**src/rtl/report_wr_ctrl_pkg.sv**
```systemverilog
// Shared types and constants for the report ring writer.
package report_wr_ctrl_pkg;

  localparam int unsigned REPORT_W = 64;
  localparam logic [1:0] BRESP_OKAY = 2'b00;

  typedef enum logic [2:0] {
    StIdle,
    StWrLo,
    StBLo,
    StWrHi,
    StBHi,
    StAdv
  } state_e;

endpackage

```
**src/rtl/axil_wr_chan.sv**
```systemverilog
// Issues one AXI4-Lite AW+W pair and tracks the two handshakes independently.
module axil_wr_chan #(
  parameter int unsigned ADDR_W = 32
) (
  input  logic              clk,
  input  logic              rst,
  input  logic              start,
  input  logic [ADDR_W-1:0] addr,
  input  logic [31:0]       data,
  output logic [ADDR_W-1:0] awaddr,
  output logic              awvalid,
  input  logic              awready,
  output logic [31:0]       wdata,
  output logic [3:0]        wstrb,
  output logic              wvalid,
  input  logic              wready,
  output logic              done
);

  logic aw_done_q, w_done_q;
  logic aw_hs, w_hs;

  assign aw_hs = awvalid & awready;
  assign w_hs  = wvalid & wready;
  // Both channels complete, counting a handshake landing this very cycle.
  assign done  = (aw_done_q | aw_hs) & (w_done_q | w_hs);

  always_ff @(posedge clk or posedge rst) begin
    if (rst) begin
      awvalid   <= 1'b0;
      wvalid    <= 1'b0;
      awaddr    <= '0;
      wdata     <= '0;
      wstrb     <= 4'h0;
      aw_done_q <= 1'b0;
      w_done_q  <= 1'b0;
    end else if (start) begin
      awvalid   <= 1'b1;
      wvalid    <= 1'b1;
      awaddr    <= addr;
      wdata     <= data;
      wstrb     <= 4'hF;
      aw_done_q <= 1'b0;
      w_done_q  <= 1'b0;
    end else begin
      if (aw_hs) begin
        awvalid   <= 1'b0;
        aw_done_q <= 1'b1;
      end
      if (w_hs) begin
        wvalid   <= 1'b0;
        w_done_q <= 1'b1;
      end
    end
  end

endmodule

```
**src/rtl/report_wr_ctrl.sv**
```systemverilog
// Captures rising-edge HID reports and writes each as two 32-bit words into a memory ring.
module report_wr_ctrl
  import report_wr_ctrl_pkg::*;
#(
  parameter int unsigned ADDR_W = 32,
  parameter int unsigned PTR_W  = 8
) (
  input  logic                axi_clk,
  input  logic                rst,
  input  logic [REPORT_W-1:0] report_i,
  input  logic                report_valid_i,
  input  logic                enable_i,
  input  logic [ADDR_W-1:0]   base_addr_i,
  input  logic [PTR_W-1:0]    depth_i,
  output logic [ADDR_W-1:0]   awaddr_o,
  output logic                awvalid_o,
  input  logic                awready_i,
  output logic [31:0]         wdata_o,
  output logic [3:0]          wstrb_o,
  output logic                wvalid_o,
  input  logic                wready_i,
  input  logic [1:0]          bresp_i,
  input  logic                bvalid_i,
  output logic                bready_o,
  output logic [PTR_W-1:0]    wr_ptr_o,
  output logic                irq_o,
  output logic                overflow_o,
  output logic                err_o
);

  state_e state_q, state_d;

  logic                valid_q;
  logic                hold_full_q;
  logic [REPORT_W-1:0] hold_q;
  logic [PTR_W-1:0]    wr_ptr_q;
  logic                overflow_q, err_q;

  logic             rpt_edge, hold_free, capture, drop;
  logic             start, sel_hi, chan_done, in_b;
  logic [ADDR_W-1:0] chan_addr;
  logic [31:0]      chan_data;
  logic [PTR_W-1:0] depth_eff;

  assign rpt_edge  = report_valid_i & ~valid_q;
  // The ADV cycle frees the hold, so a report arriving then is accepted.
  assign hold_free = ~hold_full_q | (state_q == StAdv);
  assign capture   = rpt_edge & enable_i & hold_free;
  assign drop      = rpt_edge & enable_i & ~hold_free;
  assign in_b      = (state_q == StBLo) | (state_q == StBHi);
  assign depth_eff = (depth_i == '0) ? PTR_W'(1) : depth_i;

  always_comb begin
    state_d = state_q;
    start   = 1'b0;
    sel_hi  = 1'b0;
    unique case (state_q)
      StIdle: if (hold_full_q) begin
        state_d = StWrLo;
        start   = 1'b1;
      end
      StWrLo: if (chan_done) state_d = StBLo;
      StBLo: if (bvalid_i) begin
        state_d = StWrHi;
        start   = 1'b1;
        sel_hi  = 1'b1;
      end
      StWrHi: if (chan_done) state_d = StBHi;
      StBHi:  if (bvalid_i) state_d = StAdv;
      StAdv:  state_d = StIdle;
      default: state_d = StIdle;
    endcase
  end

  assign chan_addr = base_addr_i + ADDR_W'({wr_ptr_q, 3'b000}) + (sel_hi ? ADDR_W'(4) : '0);
  assign chan_data = sel_hi ? hold_q[63:32] : hold_q[31:0];

  always_ff @(posedge axi_clk or posedge rst) begin
    if (rst) begin
      state_q     <= StIdle;
      valid_q     <= 1'b0;
      hold_full_q <= 1'b0;
      hold_q      <= '0;
      wr_ptr_q    <= '0;
      overflow_q  <= 1'b0;
      err_q       <= 1'b0;
    end else begin
      state_q <= state_d;
      valid_q <= report_valid_i;
      if (capture) begin
        hold_q      <= report_i;
        hold_full_q <= 1'b1;
      end else if (state_q == StAdv) begin
        hold_full_q <= 1'b0;
      end
      if (drop) overflow_q <= 1'b1;
      if (in_b && bvalid_i && (bresp_i != BRESP_OKAY)) err_q <= 1'b1;
      if (state_q == StAdv) begin
        wr_ptr_q <= (wr_ptr_q == depth_eff - PTR_W'(1)) ? '0 : wr_ptr_q + PTR_W'(1);
      end
    end
  end

  axil_wr_chan #(
    .ADDR_W(ADDR_W)
  ) u_chan (
    .clk     (axi_clk),
    .rst     (rst),
    .start   (start),
    .addr    (chan_addr),
    .data    (chan_data),
    .awaddr  (awaddr_o),
    .awvalid (awvalid_o),
    .awready (awready_i),
    .wdata   (wdata_o),
    .wstrb   (wstrb_o),
    .wvalid  (wvalid_o),
    .wready  (wready_i),
    .done    (chan_done)
  );

  assign bready_o   = in_b;
  assign irq_o      = (state_q == StAdv);
  assign wr_ptr_o   = wr_ptr_q;
  assign overflow_o = overflow_q;
  assign err_o      = err_q;

endmodule

```
**config.mk**
```make
export PLATFORM = sky130hd
export DESIGN_NAME = report_wr_ctrl
export DESIGN_NICKNAME = d
export VERILOG_FILES = /design/src/rtl/report_wr_ctrl_pkg.sv /design/src/rtl/axil_wr_chan.sv /design/src/rtl/report_wr_ctrl.sv
export SDC_FILE = /design/constraint.sdc
export NUM_CORES = 1
export LEC_CHECK = 0
export ABC_AREA = 1
export CORE_ASPECT_RATIO = 1.2
export CORE_MARGIN = 4
export CORE_UTILIZATION = 49
export DETAILED_ROUTE_END_ITERATION = 7
export PLACE_DENSITY_LB_ADDON = 0.2
export SYNTH_ARGS = -nofsm -noshare
export SYNTH_HDL_FRONTEND = slang
export SYNTH_SLANG_ARGS = --single-unit
```
**constraint.sdc**
```tcl
create_clock -name axi_clk -period 6.9 [get_ports axi_clk]
set_clock_uncertainty 0.15 [all_clocks]
set_input_delay 1.38 -clock axi_clk [delete_from_list [all_inputs] [get_ports axi_clk]]
set_output_delay 1.38 -clock axi_clk [all_outputs]
set_load 0.01 [all_outputs]
```
# ---- After elaboration in Yosys (flattened, before gate mapping)
# Index checks and enable logic that the tools add are counted.
dict set report totals {
  ff_bits 148
  out_inout_bits 82
  wordCells 76
}
dict set report op_classes {
  add_sub_neg 4
  eq_ne 11
  n_mux 24
  bitwise 14
  n_reduce_logical 9
}
# op count
set op_table {}
lappend op_table {{$add A32 B11 Y32} 1}
lappend op_table {{$add A32 B3 Y32} 1}
lappend op_table {{$mux W32} 1}
lappend op_table {{$mux W3} 6}
lappend op_table {{$mux W8} 2}
lappend op_table {{$pmux W3 S5} 1}
lappend op_table {{$mux W1} 13}
lappend op_table {{$ne A2 B2 Y1 const B} 5}
lappend op_table {{$add A8 B1 Y8 const B} 1}
lappend op_table {{$eq A8 B8 Y1} 1}
lappend op_table {{$logic_not A8 Y1} 1}
lappend op_table {{$reduce_bool A2 Y1} 4}
lappend op_table {{$sub A8 B1 Y8 const B} 1}
lappend op_table {{$and A1 B1 Y1} 7}
lappend op_table {{$eq A3 B2 Y1 const B} 2}
lappend op_table {{$eq A3 B3 Y1 const B} 2}
lappend op_table {{$reduce_and A5 Y1} 1}
lappend op_table {{$or A1 B1 Y1} 4}
lappend op_table {{$eq A3 B1 Y1 const B} 1}
lappend op_table {{$logic_not A3 Y1} 1}
lappend op_table {{$not A1 Y1} 3}
lappend op_table {{$logic_and A1 B1 Y1} 2}
lappend op_table {{$pmux W1 S2} 1}

# ---- Logic depth before layout (Yosys ltp)
# Gate-level depths: netlist of run 1.
dict set report logic_depth {
  ltp_word 5
  ltp_mapped 17
  ltp_nobuf 17
}

# ---- Modules after synthesis
# Synthesis of run 1 repeated with hierarchy kept, for this count alone.
dict set report unflattened {
  cells_unflattened 887
  hier_area_um2 7781.2
}
# mod instances cells_each area_per_inst_um2 seq_area_each_um2
set modules_own_cells {}
lappend modules_own_cells {report_wr_ctrl 1 591 5086.1 1976.9}
lappend modules_own_cells {axil_wr_chan 1 296 2695.1 1726.7}

# ---- Least setup slack after synthesis of run 1
# Ideal clock, no wire load.
dict set report synth_timing {
  path_kind {in2reg}
  from {input port bvalid_i}
  to {register u_chan.awaddr[18]}
  setup_ps 117
  arrival_time_ps 3063
  required_ps 6633
  slack_ps 3569
  cell_stages 15
  n_path_buf 1
  cell_sequence {inv_1 > nor3_4 > buf_2 > ha_1 > fa_1 > nand3_1 > nand2_1 > nand2_1 > nand3_1 > nand2_1 > nand2_1 > nand2_1 > nand2_1 > nand3_1 > nand2_1}
}
dict set report synth_between {
  elab_chain_cells 4
  word_cells_on_any_way 5
}
# element line_no
set synth_lines {}
lappend synth_lines {{start: declaration} report_wr_ctrl.sv:23} ;# input logic bvalid_i,
lappend synth_lines {{$mux W1 (*)} report_wr_ctrl.sv:63} ;# StBLo: if (bvalid_i) begin
lappend synth_lines {{$mux W1} report_wr_ctrl.sv:57} ;# unique case (state_q)
lappend synth_lines {{$mux W3} report_wr_ctrl.sv:75} ;# assign chan_addr = base_addr_i + ADDR_W'({wr_ptr_q, 3'b000}) + (sel_hi ? ADDR_W'(4) : '0);
lappend synth_lines {{$add A32 B3 Y32} report_wr_ctrl.sv:75}
lappend synth_lines {{end signal: assignment} axil_wr_chan.sv:40} ;# awaddr <= addr;
lappend synth_lines {{end: declaration} axil_wr_chan.sv:10} ;# output logic [ADDR_W-1:0] awaddr,
# Mark *: on every way between the ends. The rest lies on a longest branch, timed or not.
# A chain may end at the register's enable or synchronous reset.

# ---- Final worst setup path of run 1
dict set report layout_timing {
  from {input port bvalid_i}
  to {register u_chan.wdata[19]}
}
dict set report layout_between {
  elab_chain_cells 3
  word_cells_on_any_way 4
}
# element line_no
set layout_lines {}
lappend layout_lines {{$mux W1 (*)} report_wr_ctrl.sv:63}
lappend layout_lines {{$mux W1} report_wr_ctrl.sv:57}
lappend layout_lines {{$mux W32} report_wr_ctrl.sv:76} ;# assign chan_data = sel_hi ? hold_q[63:32] : hold_q[31:0];
lappend layout_lines {{end signal: assignment} axil_wr_chan.sv:41} ;# wdata <= data;
lappend layout_lines {{end: declaration} axil_wr_chan.sv:13} ;# output logic [31:0] wdata,
# Marked as above.

==> results of run 1 <==
-- registers in the layout, indices dropped and copies added (netlist names) --
signal and cells:
hold_q 64, u_chan.awaddr 32, u_chan.wdata 32, wr_ptr_o 8, state_q 3, err_o 1, hold_full_q 1, overflow_o 1
u_chan.aw_done_q 1, u_chan.awvalid 1, u_chan.w_done_q 1, u_chan.wstrb 1, u_chan.wvalid 1, valid_q 1
-- worst max-delay path, cell delays in order --
cell                              delay [ns]
sky130_fd_sc_hd__clkdlybuf4s50_1        0.51
sky130_fd_sc_hd__inv_1                  0.09
sky130_fd_sc_hd__nor3_4                 0.20
sky130_fd_sc_hd__inv_2                  0.28
sky130_fd_sc_hd__nand2_2                0.12
sky130_fd_sc_hd__buf_4                  0.37
sky130_fd_sc_hd__clkinv_2               0.79
sky130_fd_sc_hd__buf_4                  0.53
sky130_fd_sc_hd__o31ai_1                0.24
-- power by group through the flow --
stage               Sequential, W  Clock (W)  Combinational (W)
floorplan                 0.00157          0           0.000885
global placement          0.00154          0            0.00155
detailed placement        0.00154          0            0.00160
CTS                       0.00153   0.000970            0.00160
global route              0.00158    0.00101            0.00176
finish                    0.00153   0.000956            0.00158
-- layer usage --
layer | up-vias | GRT usage | part of all wire
li1 | 3145 | - | -
met1 | 2998 | 0.267 | 0.41
met5 | - | 0 | 0
met2 | 200 | 0.372 | 0.48
met4 | 0 | 0.0841 | 0.028
met3 | 37 | 0.0717 | 0.076
-- cells in the final DEF (no fill, tap or decap), types with 2 or more instances in the layout --
cell type,instances
sky130_fd_sc_hd__mux2_4,9
sky130_fd_sc_hd__inv_8,3
sky130_fd_sc_hd__o21ai_1,8
sky130_fd_sc_hd__xnor2_1,8
sky130_fd_sc_hd__clkinv_2,2
sky130_fd_sc_hd__buf_4,5
sky130_fd_sc_hd__nor3_1,9
sky130_fd_sc_hd__ha_1,11
sky130_fd_sc_hd__a31oi_1,8
sky130_fd_sc_hd__dfrtp_1,148
sky130_fd_sc_hd__inv_6,6
sky130_fd_sc_hd__nand2_2,2
sky130_fd_sc_hd__a21oi_1,8
sky130_fd_sc_hd__mux2_1,2
sky130_fd_sc_hd__bufinv_16,2
sky130_fd_sc_hd__xor2_1,10
sky130_fd_sc_hd__clkdlybuf4s50_1,194
sky130_fd_sc_hd__nand4_1,16
sky130_fd_sc_hd__o21ai_0,4
sky130_fd_sc_hd__clkinv_4,3
sky130_fd_sc_hd__inv_1,79
sky130_fd_sc_hd__clkbuf_16,17
sky130_fd_sc_hd__mux2_2,53
sky130_fd_sc_hd__nand3b_1,4
sky130_fd_sc_hd__a21o_1,2
sky130_fd_sc_hd__inv_2,2
sky130_fd_sc_hd__o31ai_1,32
sky130_fd_sc_hd__nand2_1,222
sky130_fd_sc_hd__nand3_1,55
sky130_fd_sc_hd__nor2_1,109
-- logic make-up after synthesis --
kind of cell | count (synthesis) | share of synthesized area
buf+inv | 113 | 0.0694
mux | 64 | 0.101
fa+ha+maj | 12 | 0.0210
xor+xnor | 18 | 0.0210
simple gates | 424 | 0.235
compound gates | 67 | 0.0592
flops | 148 | 0.494
-- area by class of cell --
| class | instances | share of cell area |
|---|---|---|
| Timing Repair Buffer | 199 | 0.195 |
| Tap cell | 204 | 0.0252 |
| Clock buffer | 17 | 0.0419 |
| Inverter | 83 | 0.0313 |
| Clock inverter | 15 | 0.0183 |
| Multi-Input combinational cell | 585 | 0.323 |
| Sequential cell | 148 | 0.365 |
-- stage by stage --
step / total power (W) / setup WS, ns / area [µm²] / utilization / std cells
after floorplan: 0.00246 / 1.39 / 7500 / - / 846
after global placement: 0.00309 / 2.13 / 9530 / 0.635 / 1219
after detailed placement: 0.00314 / 2.01 / 9530 / 0.635 / 1219
after CTS: 0.00411 / 2.47 / 10100 / 0.675 / 1251
after global routing: 0.00435 / 2.20 / 10100 / 0.675 / 1251
final: 0.00407 / 2.49 / 10100 / 0.675 / 1251
-- path summary, 6_finish.rpt --
kind | to | slack, ns | cells after the start
max reg2reg | u_chan.wdata[19]$_DFFE_PP0P_ | 3.35 | 9
min | overflow_o$_DFFE_PP0P_ | 0.32 | 1
min in group asynchronous | wr_ptr_o[0]$_DFFE_PP0P_ | 1.38 | 2
max in group asynchronous | u_chan.awaddr[18]$_DFFE_PP0P_ | 4.08 | 3
max | u_chan.wdata[19]$_DFFE_PP0P_ | 2.49 | 9
min reg2reg | overflow_o$_DFFE_PP0P_ | 0.32 | 1
==> impl_metrics.py, run 1 <==
metrics = {
    "run_status": {
        "status": "finished clean",
    },
    "timing": {
        "timing_hold_violations_final": 0,
        "setup_viol": 0,
        "rsz_0062_raised_after_global_routing": "no",
        "worst_pin_slew_ns": 0.920,
        "fin_worst_hold_slack_ns": 0.321,
        "maxSlewHeadroom": 0.387,
        "final_max_slew_viol_count": 0,
        "max_freq_mhz": 227,
        "timing.final.crit_period_ns": 4.41,
        "min_period_over_period": 0.639,
        "finalSetupTns_ns": 0,
    },
    "pwr": {
        "power_frac_clock": 0.235,
        "sw_frac_of_total": 0.348,
        "p_leak_nw": 4.88,
        "seq_power_share": 0.377,
        "internal_power_w": 0.00265,
        "combinationalPowerShare": 0.388,
        "cellPowerDensity_nw_per_um2": 401,
        "ir_drop_mv": 0.220,
        "net-switching-power_w": 0.00142,
    },
    "yosys": {
        "synth_top_area_cell": "sky130_fd_sc_hd__dfrtp_1",
        "count_of_state_elements_after_synthesis": 148,
        "async_reset_ff_frac": 1.00,
        "synthMostInstantiatedCell": "sky130_fd_sc_hd__nand2_1",
        "syn_area_um2": 7500,
        "synth_top_cells_by_area": "sky130_fd_sc_hd__dfrtp_1 49%, sky130_fd_sc_hd__nand2_1 11%, sky130_fd_sc_hd__mux2_2 8.0%",
        "postSynthCellCount": 846,
        "synthTopCellsByCount": "223 x sky130_fd_sc_hd__nand2_1, 148 x sky130_fd_sc_hd__dfrtp_1, 109 x sky130_fd_sc_hd__nor2_1",
        "synthesis.area_per_instance_um2": 8.86,
        "yosys_warnings": 0,
        "synth-edff-count": 0,
        "yosysUniqueCellTypes": 39,
        "seq_area_frac_synth": 0.494,
        "synth_ff_type": "sky130_fd_sc_hd__dfrtp_1",
        "synth_top_cell_area_share": 0.494,
        "synth.net_count": 971,
    },
    "global_route": {
        "overflow": 0,
        "grt_first_pass_wirelength_mm": 30.3,
        "first_global_vias": 6328,
        "groute.usage.overall": 0.222,
        "grt_start_max_net_pins": 106,
        "grt_antenna_before_repair": 0,
    },
    "die": {
        "initial_util": 0.499,
        "die-area_um2": 17400,
        "die_height_um": 144,
        "placeableCoreArea_um2": 15000,
        "number_of_rows_in_the_core_area": 49,
        "die_w_um": 121,
        "pin_count": 195,
    },
    "layout": {
        "ratio_of_cells_with_drive_above_1_in_the_final_layout": 0.105,
        "fillers": 1226,
        "final-seq-area_um2": 3700,
        "num_antenna_cells": 0,
        "layout-area-overhead-vs-synth_pct": 35.3,
        "multi_input_gate_area_um2": 3280,
        "final_net_count": 1159,
    },
    "place": {
        "placement.io_buffers": 194,
        "gp_congestion": 0.898,
        "post-dp-hpwl_mm": 13.4,
    },
    "worst_setup_path": {
        "required_ns": 7.08,
        "crit_path_start_kind": "primary input",
        "r2r-start": "state_q[0]$_DFFE_PP0P_",
        "critical_path.endpoint_type": "flop",
        "critPathMaxFanout": 67,
        "worst_ep_arrival_time_ns": 4.59,
        "timing.critical_path.from": "bvalid_i",
        "criticalPathCategory": "primary input to flop",
    },
    "detailed_routing": {
        "drt.antenna.violating_nets": 0,
        "route.vias.total": 6380,
        "drt-total-wl_mm": 18.8,
        "drtIter0Drc": 356,
        "drt_drc_violations_left": 0,
        "detailedRoute.firstPassIterationCount": 5,
        "detail_route.vias_per_cell": 5.10,
        "routed_wire_length_per_instance_um": 15.0,
    },
    "min_path": {
        "hold_path_class": "flop to flop",
        "min-delay-start": "overflow_o$_DFFE_PP0P_",
    },
    "run": {
        "max_cap_viol_count": 0,
    },
    "clock_network": {
        "clk-insertion-delay-late_ns": 0.43,
        "post_cts_resize_count": 0,
        "cts_sinks": 148,
        "clock_transition_time_at_the_flip_flop_clock_pins_of_the_worst_setup_and_hold_paths_ns": 0.06,
        "cts_tree": "done",
        "maximum_clock_insertion_buffer_count": 2,
        "cts_made_buffers": 17,
        "post-cts-setup-buffer-count": 0,
        "clockRootBuffer": "sky130_fd_sc_hd__clkbuf_16",
        "post_cts_hold_buffer_count": 0,
        "clock_tree.htree_level_count": 4,
    },
}
Note: power is estimated with default switching activity, not from simulation.
==> inputs of run 2 (changes only) <==
==> constraint.sdc (replaced) <==
create_clock -name axi_clk -period 4.15 [get_ports axi_clk]
set_clock_uncertainty 0.15 [all_clocks]
set_input_delay 0.83 -clock axi_clk [delete_from_list [all_inputs] [get_ports axi_clk]]
set_output_delay 0.83 -clock axi_clk [all_outputs]
set_load 0.01 [all_outputs]
==> impl_metrics.py, run 2 (synthesis gave the netlist of run 1 again) <==
metrics = {
    "pwr": {
        "cellPowerDensity_nw_per_um2": 656,
        "combinationalPowerShare": 0.399,
        "power_frac_clock": 0.219,
        "sw_frac_of_total": 0.348,
        "ir_drop_mv": 0.483,
        "internal_power_w": 0.00433,
        "seq_power_share": 0.381,
        "p_leak_nw": 4.86,
        "net-switching-power_w": 0.00232,
    },
    "detailed_routing": {
        "drt.antenna.violating_nets": 0,
        "highest-signal-layer": "met4",
        "detailedRoute.firstPassIterationCount": 5,
        "drt-total-wl_mm": 18.9,
        "drt_drc_violations_left": 0,
        "routed-wl-met2_mm": 9.27,
        "detail_route.vias_per_cell": 5.02,
        "route.vias.total": 6296,
        "drtIter0Drc": 463,
        "detailroute.wirelength.met3_mm": 1.70,
        "routed_wire_length_per_instance_um": 15.1,
        "m1WireLength_mm": 7.60,
    },
    "worst_setup_path": {
        "crit_buf_inv": 4,
        "required_ns": 4.30,
        "crit_family": "simple AND/OR/NAND/NOR gates",
        "critical-path-slowest-cell": "sky130_fd_sc_hd__clkdlybuf4s50_1",
        "cell_repeated_most_along_the_worst_path": "sky130_fd_sc_hd__nand2_1",
        "max_stage_delay_ns": 0.47,
        "critical_path.endpoint_type": "flop",
        "worst_ep_arrival_time_ns": 3.25,
        "reg2reg_depth": 8,
        "criticalPathCategory": "primary input to flop",
        "crit_path_start_kind": "primary input",
        "crit_path_cell_trace": "clkdlybuf4s50_1 -> inv_1 -> nand2_1 -> nor2_1 -> nand2_1 -> nand2_1 -> inv_1 -> ha_1 -> xnor2_1 -> xor2_1 -> nand3_1 -> nor2_1 -> nand3_1 -> nand2_1 -> inv_1",
        "critical_path_depth": 15,
        "critPathMaxFanout": 6,
    },
    "clock_network": {
        "cts_sinks": 148,
        "clock_transition_time_at_the_flip_flop_clock_pins_of_the_worst_setup_and_hold_paths_ns": 0.06,
        "maximum_clock_insertion_buffer_count": 2,
        "cts_tree": "done",
        "clk-insertion-delay-late_ns": 0.42,
        "post-cts-setup-buffer-count": 0,
        "post_cts_resize_count": 0,
        "clockRootBuffer": "sky130_fd_sc_hd__clkbuf_16",
        "post_cts_hold_buffer_count": 0,
        "cts_made_buffers": 17,
        "clock_tree.htree_level_count": 4,
    },
    "timing": {
        "rsz_0062_raised_after_global_routing": "no",
        "max_freq_mhz": 323,
        "worst_pin_slew_ns": 0.874,
        "final_max_slew_viol_count": 0,
        "timing.final.crit_period_ns": 3.09,
        "timing_hold_violations_final": 0,
        "maxSlewHeadroom": 0.418,
        "min_period_over_period": 0.746,
        "setup_viol": 0,
        "finalSetupTns_ns": 0,
        "fin_worst_hold_slack_ns": 0.324,
    },
    "global_route": {
        "grt_antenna_before_repair": 0,
        "groute.usage.overall": 0.221,
        "overflow": 0,
        "first_global_vias": 6284,
        "grt_start_max_net_pins": 79,
        "grt_first_pass_wirelength_mm": 30.4,
    },
    "run_status": {
        "status": "finished clean",
    },
    "layout": {
        "fillers": 1267,
        "largest_reg_flops": 64,
        "num_antenna_cells": 0,
        "layout-area-overhead-vs-synth_pct": 35.1,
        "layout_common_cells": "222 x sky130_fd_sc_hd__nand2_1, 194 x sky130_fd_sc_hd__clkdlybuf4s50_1, 148 x sky130_fd_sc_hd__dfrtp_1, 109 x sky130_fd_sc_hd__nor2_1, 79 x sky130_fd_sc_hd__inv_1",
        "ratio_of_cells_with_drive_above_1_in_the_final_layout": 0.105,
        "multi_input_gate_area_um2": 3280,
        "layout.cells.non_filler": 1253,
        "largest_registers": "hold_q (64), u_chan.awaddr (32), u_chan.wdata (32)",
        "post_layout_inst_area_um2": 10100,
        "max_flop_register": "hold_q",
        "final_net_count": 1161,
        "final-seq-area_um2": 3700,
        "final_common_cell": "sky130_fd_sc_hd__nand2_1",
    },
    "run": {
        "max_cap_viol_count": 0,
    },
    "min_path": {
        "hold_path_class": "flop to flop",
        "min_delay_path_depth": 2,
    },
    "place": {
        "gp_congestion": 0.873,
        "postPlaceCellArea_um2": 9570,
        "post-dp-hpwl_mm": 13.5,
        "place.detailed.instances": 1221,
        "placement.io_buffers": 194,
    },
    "die": {
        "placeableCoreArea_um2": 15000,
        "number_of_rows_in_the_core_area": 49,
        "pin_count": 195,
        "initial_util": 0.499,
        "die-area_um2": 17400,
        "die_w_um": 121,
        "die_height_um": 144,
    },
}
-- run 2: cell count changes in the layout (fill, tap and decap cells not counted) --
cell,previous run,this run
sky130_fd_sc_hd__clkbuf_1,0,2
sky130_fd_sc_hd__buf_12,0,2
sky130_fd_sc_hd__inv_2,2,3
sky130_fd_sc_hd__clkinv_8,1,0
sky130_fd_sc_hd__inv_8,3,1
sky130_fd_sc_hd__bufinv_16,2,1
sky130_fd_sc_hd__inv_6,6,3
sky130_fd_sc_hd__clkinvlp_4,0,4
-- run 2: per-layer routing --
| layer | vias to the layer above | global-route usage |
|---|---|---|
| li1 | 3145 | - |
| met1 | 2933 | 0.258 |
| met2 | 198 | 0.376 |
| met3 | 20 | 0.0835 |
| met4 | 0 | 0.0758 |
| met5 | - | 0 |
-- run 2: layout make-up --
class                           instances  share of cell area
Clock buffer                           19              0.0427
Sequential cell                       148               0.366
Inverter                               83              0.0311
Multi-Input combinational cell        585               0.324
Timing Repair Buffer                  201               0.199
Tap cell                              204              0.0252
Clock inverter                         13              0.0125
-- run 2: worst paths after layout --
path	slack [ns]	endpoint	startpoint
worst max register to register	1.49	u_chan.wvalid$_DFFE_PP0P_	state_q[1]$_DFFE_PP0P_
worst max-delay path	1.06	wr_ptr_o[3]$_DFFE_PP0P_	depth_i[3]
max in group asynchronous	2.42	hold_q[34]$_DFFE_PP0P_	rst
worst min register to register	0.32	u_chan.awaddr[1]$_DFFE_PP0P_	u_chan.awaddr[1]$_DFFE_PP0P_
worst min-delay path	0.32	u_chan.awaddr[1]$_DFFE_PP0P_	u_chan.awaddr[1]$_DFFE_PP0P_
min in group asynchronous	0.69	valid_q$_DFF_PP0_	rst
-- run 2: power by group through the flow --
stage	sequential, W	clock (W)	combinational, W
floorplan	0.00261	0	0.00147
global placement	0.00254	0	0.00260
detailed placement	0.00255	0	0.00267
CTS	0.00254	0.00149	0.00269
global route	0.00263	0.00155	0.00295
finish	0.00254	0.00146	0.00265
-- run 2: through the flow --
stage / total power [W] / utilization / setup WS, ns
3_3_place_gp: 0.00514 / 0.637 / 0.739
5_1_grt: 0.00713 / 0.674 / 0.818
6_report: 0.00665 / 0.674 / 1.06
3_5_place_dp: 0.00523 / 0.637 / 0.669
2_1_floorplan: 0.00409 / - / 1.31
4_1_cts: 0.00672 / 0.674 / 1.09
-- run 2: worst min-delay path, cell delays in order (launching register included) --
cell and delay, ns:
sky130_fd_sc_hd__dfrtp_1 0.34, sky130_fd_sc_hd__nand2_1 0.05, sky130_fd_sc_hd__nand2_1 0.05
